[config.mk]
export PLATFORM = sky130hd
export DESIGN_NAME = sha3_squeeze_ctrl_flat
export DESIGN_NICKNAME = d
export VERILOG_FILES = /design/src/rtl/sha3_pkg.sv /design/src/rtl/sha3_squeeze_ctrl_if.sv /design/src/rtl/countern.sv /design/src/rtl/sha3_squeeze_ctrl.sv /design/src/flat_wrapper.sv
export SDC_FILE = /design/constraint.sdc
export NUM_CORES = 1
export LEC_CHECK = 0
export CORE_ASPECT_RATIO = 1.1
export CORE_UTILIZATION = 45
export CTS_CLUSTER_DIAMETER = 40
export DETAILED_ROUTE_END_ITERATION = 16
export PLACE_DENSITY_LB_ADDON = 0.2
export SLEW_MARGIN = 25
export SYNTH_ARGS = -nofsm -noshare
export SYNTH_HDL_FRONTEND = slang
export SYNTH_SLANG_ARGS = --single-unit
[constraint.sdc]
create_clock -name clk -period 4.1 [get_ports clk]
set_input_delay 0.82 -clock clk [delete_from_list [all_inputs] [get_ports clk]]
set_output_delay 0.82 -clock clk [all_outputs]
set_load 0.1 [all_outputs]
[src/rtl/sha3_pkg.sv]
// sha3_pkg: shared state encoding, SHAKE rate constants and ceiling-divide helper
package sha3_pkg;
  typedef enum logic [1:0] {IDLE, SQUEEZE, PERM_WAIT} state_t;
  localparam int SHAKE128_RATE_WORDS = 21;
  localparam int SHAKE256_RATE_WORDS = 17;
  localparam int DEFAULT_W = 64;
  function automatic int unsigned divceil(input int unsigned a, input int unsigned b);
    return (a + b - 1) / b;
  endfunction
endpackage

[src/rtl/sha3_squeeze_ctrl_if.sv]
// sha3_squeeze_ctrl_if: host/destination/permutation handshake bundle for the squeeze controller
//   master: host side (drives start, size, dst_ready, perm_done, abort)
//   slave:  controller side (drives acks, write strobes, mask, perm_req)
interface sha3_squeeze_ctrl_if import sha3_pkg::*; #(parameter int W = DEFAULT_W, parameter int LEN_W = 16) ();
  logic output_write;
  logic [LEN_W-1:0] output_size;
  logic output_write_clr;
  logic output_busy_clr;
  logic dst_ready;
  logic dst_write;
  logic eo;
  logic last_out_word;
  logic [W/8-1:0] last_byte_mask;
  logic perm_req;
  logic perm_done;
  logic abort;
  modport master(
    output output_write, output_size, dst_ready, perm_done, abort,
    input output_write_clr, output_busy_clr, dst_write, eo, last_out_word, last_byte_mask, perm_req
  );
  modport slave(
    input output_write, output_size, dst_ready, perm_done, abort,
    output output_write_clr, output_busy_clr, dst_write, eo, last_out_word, last_byte_mask, perm_req
  );
endinterface

[src/rtl/countern.sv]
// countern: N-bit loadable counter, counts up (or down when DOWN=1) on en
//   clk, rst (sync active-low), load/d (parallel load, has priority), en, q
module countern #(parameter int N = 8, parameter bit DOWN = 1'b0) (
  input  logic clk,
  input  logic rst,
  input  logic load,
  input  logic en,
  input  logic [N-1:0] d,
  output logic [N-1:0] q
);
  always_ff @(posedge clk)
    q <= !rst ? '0 : load ? d : en ? (DOWN ? q - 1'b1 : q + 1'b1) : q;
endmodule

[src/rtl/sha3_squeeze_ctrl.sv]
// sha3_squeeze_ctrl: sequences SHAKE output words to a destination, requesting permutations between rate blocks
//   clk, rst (sync active-low), bus (slave modport: start/ack, dst handshake, byte mask, perm handshake, abort)
module sha3_squeeze_ctrl import sha3_pkg::*; #(
  parameter int W = DEFAULT_W,
  parameter int RATE_WORDS = SHAKE128_RATE_WORDS,
  parameter int LEN_W = 16
) (
  input logic clk,
  input logic rst,
  sha3_squeeze_ctrl_if.slave bus
);
  localparam int B = W / 8;
  localparam int BW = $clog2(B);
  localparam int RCW = $clog2(RATE_WORDS) + 1;
  state_t state, next;
  logic [LEN_W:0] words;
  logic [RCW-1:0] rc;
  logic [BW-1:0] tail;
  logic start, last, wr, perm_ack, active;
  assign active = state == SQUEEZE || state == PERM_WAIT;
  assign start = rst && state == IDLE && bus.output_write;
  assign last = state == SQUEEZE && words == (LEN_W+1)'(1);
  // abort wins over a pending transfer so an aborted job never emits a word
  assign wr = rst && state == SQUEEZE && bus.dst_ready && !bus.abort;
  assign perm_ack = rst && state == PERM_WAIT && bus.perm_done && !bus.abort;
  countern #(.N(LEN_W + 1), .DOWN(1'b1)) u_words (
    .clk(clk), .rst(rst), .load(start), .en(wr),
    .d((LEN_W+1)'(divceil(32'(bus.output_size), B))), .q(words)
  );
  countern #(.N(RCW)) u_rc (
    .clk(clk), .rst(rst), .load(start || perm_ack), .en(wr), .d('0), .q(rc)
  );
  always_ff @(posedge clk) begin
    state <= rst ? next : IDLE;
    tail <= !rst ? '0 : start ? bus.output_size[BW-1:0] : tail;
  end
  always_comb begin
    next = state;
    case (state)
      IDLE: next = bus.output_write && bus.output_size != '0 ? SQUEEZE : IDLE;
      SQUEEZE: next = bus.abort || (bus.dst_ready && last) ? IDLE :
                      bus.dst_ready && rc == RCW'(RATE_WORDS - 1) ? PERM_WAIT : SQUEEZE;
      PERM_WAIT: next = bus.abort ? IDLE : bus.perm_done ? SQUEEZE : PERM_WAIT;
      default: next = IDLE;
    endcase
    bus.output_write_clr = start;
    // abort suppresses wr, so an abort on the last word yields a single pulse
    bus.output_busy_clr = rst && ((start && bus.output_size == '0) || (active && bus.abort) || (wr && last));
    bus.dst_write = wr;
    bus.eo = wr;
    bus.last_out_word = rst && last;
    bus.perm_req = rst && state == PERM_WAIT;
    bus.last_byte_mask = !rst ? '0 : last && tail != '0 ? ~({B{1'b1}} << tail) : '1;
  end
endmodule
[src/flat_wrapper.sv]
// flat-port wrapper written by rule: the top's interface ports become plain ports
module sha3_squeeze_ctrl_flat import sha3_pkg::*;
#(
  parameter int W = DEFAULT_W,
  parameter int RATE_WORDS = SHAKE128_RATE_WORDS,
  parameter int LEN_W = 16
)
  (clk, rst, bus_output_write, bus_output_size, bus_dst_ready, bus_perm_done, bus_abort, bus_output_write_clr, bus_output_busy_clr, bus_dst_write, bus_eo, bus_last_out_word, bus_last_byte_mask, bus_perm_req);
  sha3_squeeze_ctrl_if #(.W(W), .LEN_W(LEN_W)) bus_i ();
  input logic clk;
  input logic rst;
  input wire logic [$bits(bus_i.output_write)-1:0] bus_output_write;
  input wire logic [$bits(bus_i.output_size)-1:0] bus_output_size;
  input wire logic [$bits(bus_i.dst_ready)-1:0] bus_dst_ready;
  input wire logic [$bits(bus_i.perm_done)-1:0] bus_perm_done;
  input wire logic [$bits(bus_i.abort)-1:0] bus_abort;
  output wire logic [$bits(bus_i.output_write_clr)-1:0] bus_output_write_clr;
  output wire logic [$bits(bus_i.output_busy_clr)-1:0] bus_output_busy_clr;
  output wire logic [$bits(bus_i.dst_write)-1:0] bus_dst_write;
  output wire logic [$bits(bus_i.eo)-1:0] bus_eo;
  output wire logic [$bits(bus_i.last_out_word)-1:0] bus_last_out_word;
  output wire logic [$bits(bus_i.last_byte_mask)-1:0] bus_last_byte_mask;
  output wire logic [$bits(bus_i.perm_req)-1:0] bus_perm_req;
  assign bus_i.output_write = bus_output_write;
  assign bus_i.output_size = bus_output_size;
  assign bus_i.dst_ready = bus_dst_ready;
  assign bus_i.perm_done = bus_perm_done;
  assign bus_i.abort = bus_abort;
  assign bus_output_write_clr = bus_i.output_write_clr;
  assign bus_output_busy_clr = bus_i.output_busy_clr;
  assign bus_dst_write = bus_i.dst_write;
  assign bus_eo = bus_i.eo;
  assign bus_last_out_word = bus_i.last_out_word;
  assign bus_last_byte_mask = bus_i.last_byte_mask;
  assign bus_perm_req = bus_i.perm_req;
  sha3_squeeze_ctrl #(.W(W), .RATE_WORDS(RATE_WORDS), .LEN_W(LEN_W)) u_core (.clk(clk), .rst(rst), .bus(bus_i));
endmodule
==> metrics.md <==
| Metric | Value |
|---|---|
| Total gr overflow | 0 |
| R2R Setup Slk | between 1.5 and 2 ns |
| Avg Inst Size Synth | 7.458 um^2 |
| Synth Area in Compound Gates | 0.1683 |
| EDFF count, synth | 0 |
| CP endpoint kind | output port |
| Worst EP arrival | between 2 and 3 ns |
| Final RePlAce weighted congestion | 0.8265 |
| CP Data Required Time | roughly 3.3 ns |
| CP Max Fanout | 11 |
| Post-Synth XOR/XNOR Area | 0.1305 |
| Setup violators final | 0 |
| Io pins | 36 |
| Slew Viols, Final | 0 |
| Inst Count DP | between 400 and 500 |
| Filler instances | approximately 540 |
| Largest family of logic cells by synthesized area | simple AND/OR/NAND/NOR gates |
| Dominant synthesized flop cell | dfxtp_1 |
| Synth Cell Area | 2484 um^2 |
| CTS Hold Bufs | 0 |
| RSZ-0062 raised after global routing | false |
| Num rows | 28 |
| Distinct cells, synth | 58 |
| Area grow syn2layout | 18.94% |
| Core area | 5360 um^2 |
| Reg clk slew, reported paths | 0.09 ns |
| Setup bufs post-CTS | 0 |
| CTS sink cnt | 28 |
| Reg area | 560.5 um^2 |
| Final ANT Viol Nets | 0 |
| Post-route setup TNS | 0 ns |
| Synthesized-area fraction occupied by adder cells | 0.05038 |
| Post-layout nets | about 390 |
| Failing checks | design-rule violations |
| Largest net degree at the start of global routing | 23 |
| Port Buffers | 35 |
| Cells along the critical path | clkdlybuf4s50_1 -> nor4_1 -> nand4_1 -> nor2_1 -> a22oi_1 -> o22ai_1 -> buf_12 |
| Worst-margin pin slew | around 0.7 ns |
| Final Non-Filler Cells | 427 |
| Worst IR Drop VDD | 157.1 uV |
| CTS Buf Count | 3 |
| Tmin final | around 3.5 ns |
| Initial antenna violation count | 0 |
| Max incr delay on CP | 0.59 ns |
| Number of global-route vias before repair | 2221 |
| Total Die Area | 5821 um^2 |
| Syn nets | 365 |
| Relative slew slack | 0.5366 |
| Mux cell area share after synthesis | 0.02015 |
| # DRC | 1 |
| Sequential share of the synthesized area | 0.2257 |
| Detail Placement HPWL | 4398 um |
| Place WS | ~0.56 ns |
| Via density | 5.431 |
| Worst Skew | 0.01068 ns |
| Placed cell area | ~2900 um^2 |
| Final WL | 5648 um |
| Final instance area | 2954 um^2 |
| Clock Latency Late Sink | between 0.2 and 0.3 ns |
| CTS max path bufs | 2 |
| Die height | 79.92 um |
| First-pass GRT wire length | 9963 um |
| Setup slack after layout | 0.5527 ns |
| Die width | 72.84 um |
| Iter 0 DRT Violations | around 150 |
| CTS tree | yes |
| Warnings, synthesis | 0 |
| Final worst-path cycle share | 0.8652 |
| Overall Global Routing Usage | 0.2113 |
| TritonRoute pass-1 iters | 10 |
| FF+latch count, synth | 28 |
| CP max-delay cell | clkdlybuf4s50_1 |
| Mapped Cells | approximately 330 |
| # diodes | 0 |
| Post-CTS Resized | 0 |
| Final hold slack | 0.5048 ns |
| Max-cap violations | 0 |
| Multi-input combinational cell area | 1755 um^2 |
| Final hold vios | 0 |
| Fmax | 281.9 MHz |
| Initial core utilization | 0.4634 |
| Worst Setup Start Kind | primary input |
| Setup CP Type | in -> out |
| Share of layout cells above drive strength 1 | 0.08807 |
| Leakage Power | 1.068 nW |
| Ys async rst share | 0 |
| Clk Tree Root Cell | clkbuf_8 |
| Worst min path class | reg -> reg |
| Drt wl/cell | about 13 um |
| Pwr per Cell Area | 234.3 nW/um^2 |
| H-tree level count | 1 |
| Synth Area in Simple Gates | 0.3375 |
| Outcome | finished with violations |
| Via count | 2319 |
## layer usage
layer  global-route usage  wire, um  vias to the layer above
met3              0.01515       105                        4
met4              0.04706        38                        0
li1                     -         -                     1228
met2               0.3832      2809                       37
met1               0.2693      2695                     1050
met5                    0         0                        -
## cells in the mapped netlist, types with 2 or more instances
| cell type | n | area [um^2] |
|---|---|---|
| nand2_1 | 30 | 112.6 |
| xnor2_1 | 22 | 192.7 |
| buf_2 | 5 | 25.02 |
| nor4_1 | 8 | 50.05 |
| a211oi_1 | 7 | 52.55 |
| or2_2 | 2 | 12.51 |
| o311a_1 | 2 | 20.02 |
| ha_1 | 10 | 125.1 |
| o21ai_1 | 4 | 20.02 |
| a21oi_1 | 16 | 80.08 |
| o22ai_1 | 6 | 37.54 |
| buf_1 | 2 | 7.510 |
| nand2b_1 | 3 | 18.77 |
| inv_1 | 13 | 48.80 |
| a211o_1 | 2 | 17.52 |
| nand4_1 | 10 | 62.56 |
| a31oi_1 | 5 | 31.28 |
| nor2_1 | 38 | 142.6 |
| nor3_1 | 13 | 65.06 |
| mux2i_1 | 5 | 50.05 |
| clkbuf_1 | 11 | 41.29 |
| nand4b_1 | 2 | 17.52 |
| buf_6 | 3 | 33.78 |
| nand3b_1 | 2 | 15.01 |
| xor2_1 | 15 | 131.4 |
| a22oi_1 | 3 | 22.52 |
| and2_1 | 8 | 50.05 |
| nand3_1 | 14 | 70.07 |
| o2111ai_1 | 2 | 17.52 |
| and4_1 | 2 | 17.52 |
| or3_1 | 5 | 31.28 |
| dfxtp_1 | 28 | 560.5 |
| o211ai_1 | 2 | 15.01 |
| o21ai_0 | 6 | 30.03 |
| and3_1 | 4 | 25.02 |
## layout make-up
class,count,share of cell area
repair buffers,38,0.1525
clock buffers,3,0.01398
flip-flops and latches,28,0.1898
multi-input cells,269,0.5942
well taps,75,0.03177
inverters,14,0.01779
## cells in the final DEF (no fill, tap or decap), types with 8 or more instances in the layout
master / netlist / routed
and2_1: 8 / 8
nor3_1: 13 / 13
xnor2_1: 22 / 22
nor2_1: 38 / 38
dfxtp_1: 28 / 28
a21oi_1: 16 / 16
clkdlybuf4s50_1: 0 / 21
inv_1: 13 / 13
nor4_1: 8 / 8
nand2_1: 30 / 30
buf_12: 0 / 9
nand4_1: 10 / 10
nand3_1: 14 / 14
buf_4: 1 / 8
ha_1: 10 / 10
xor2_1: 15 / 15
## stage by stage
| step | power [W] | utilization |
|---|---|---|
| 6_report | 0.0006921 | 0.5511 |
| 5_1_grt | 0.0007322 | 0.5511 |
| 4_1_cts | 0.0006949 | 0.5511 |
| 3_5_place_dp | 0.0005476 | 0.5434 |
| 3_3_place_gp | 0.0005446 | 0.5434 |
| 2_1_floorplan | 0.0004751 | - |
## worst paths after layout
kind	cells after the start	startpoint	to
setup / recovery	7	bus_output_size[4]	bus_output_busy_clr
hold / removal	2	u_core.u_rc.q[1]$_SDFFE_PP0P_	u_core.u_rc.q[1]$_SDFFE_PP0P_
setup reg to reg	8	u_core.state[0]$_SDFF_PN0_	u_core.u_words.q[16]$_SDFFE_PN0P_
hold reg to reg	2	u_core.u_rc.q[1]$_SDFFE_PP0P_	u_core.u_rc.q[1]$_SDFFE_PP0P_
## state kept, by name, indices dropped and copies added (netlist names)
register,cells
u_core.state,2
u_core.tail,3
u_core.u_rc.q,6
u_core.u_words.q,17
## power breakdown
part           internal [W]  total (W)  switching (W)
Clock             0.0000660   0.000150      0.0000838
Combinational     0.0000951   0.000238       0.000143
Sequential         0.000287   0.000304      0.0000175
## logic make-up (layout without fill, tap and decap cells)
family / Yosys count / count (layout)
and+or+nand+nor: 155 / 155
AOI/OAI and AO/OA: 62 / 62
xor gates and xnor gates: 37 / 37
buffers and inverters: 36 / 55
DFF: 28 / 28
adders and majority gates: 10 / 10
muxes: 5 / 5
## critical path: cells and delay by family
family	cells	cell delay (ns)
and+or+nand+nor	3	0.73
buffers and inverters	2	0.81
AOI/OAI and AO/OA	2	0.37
Note: power is estimated with default switching activity, not from simulation.
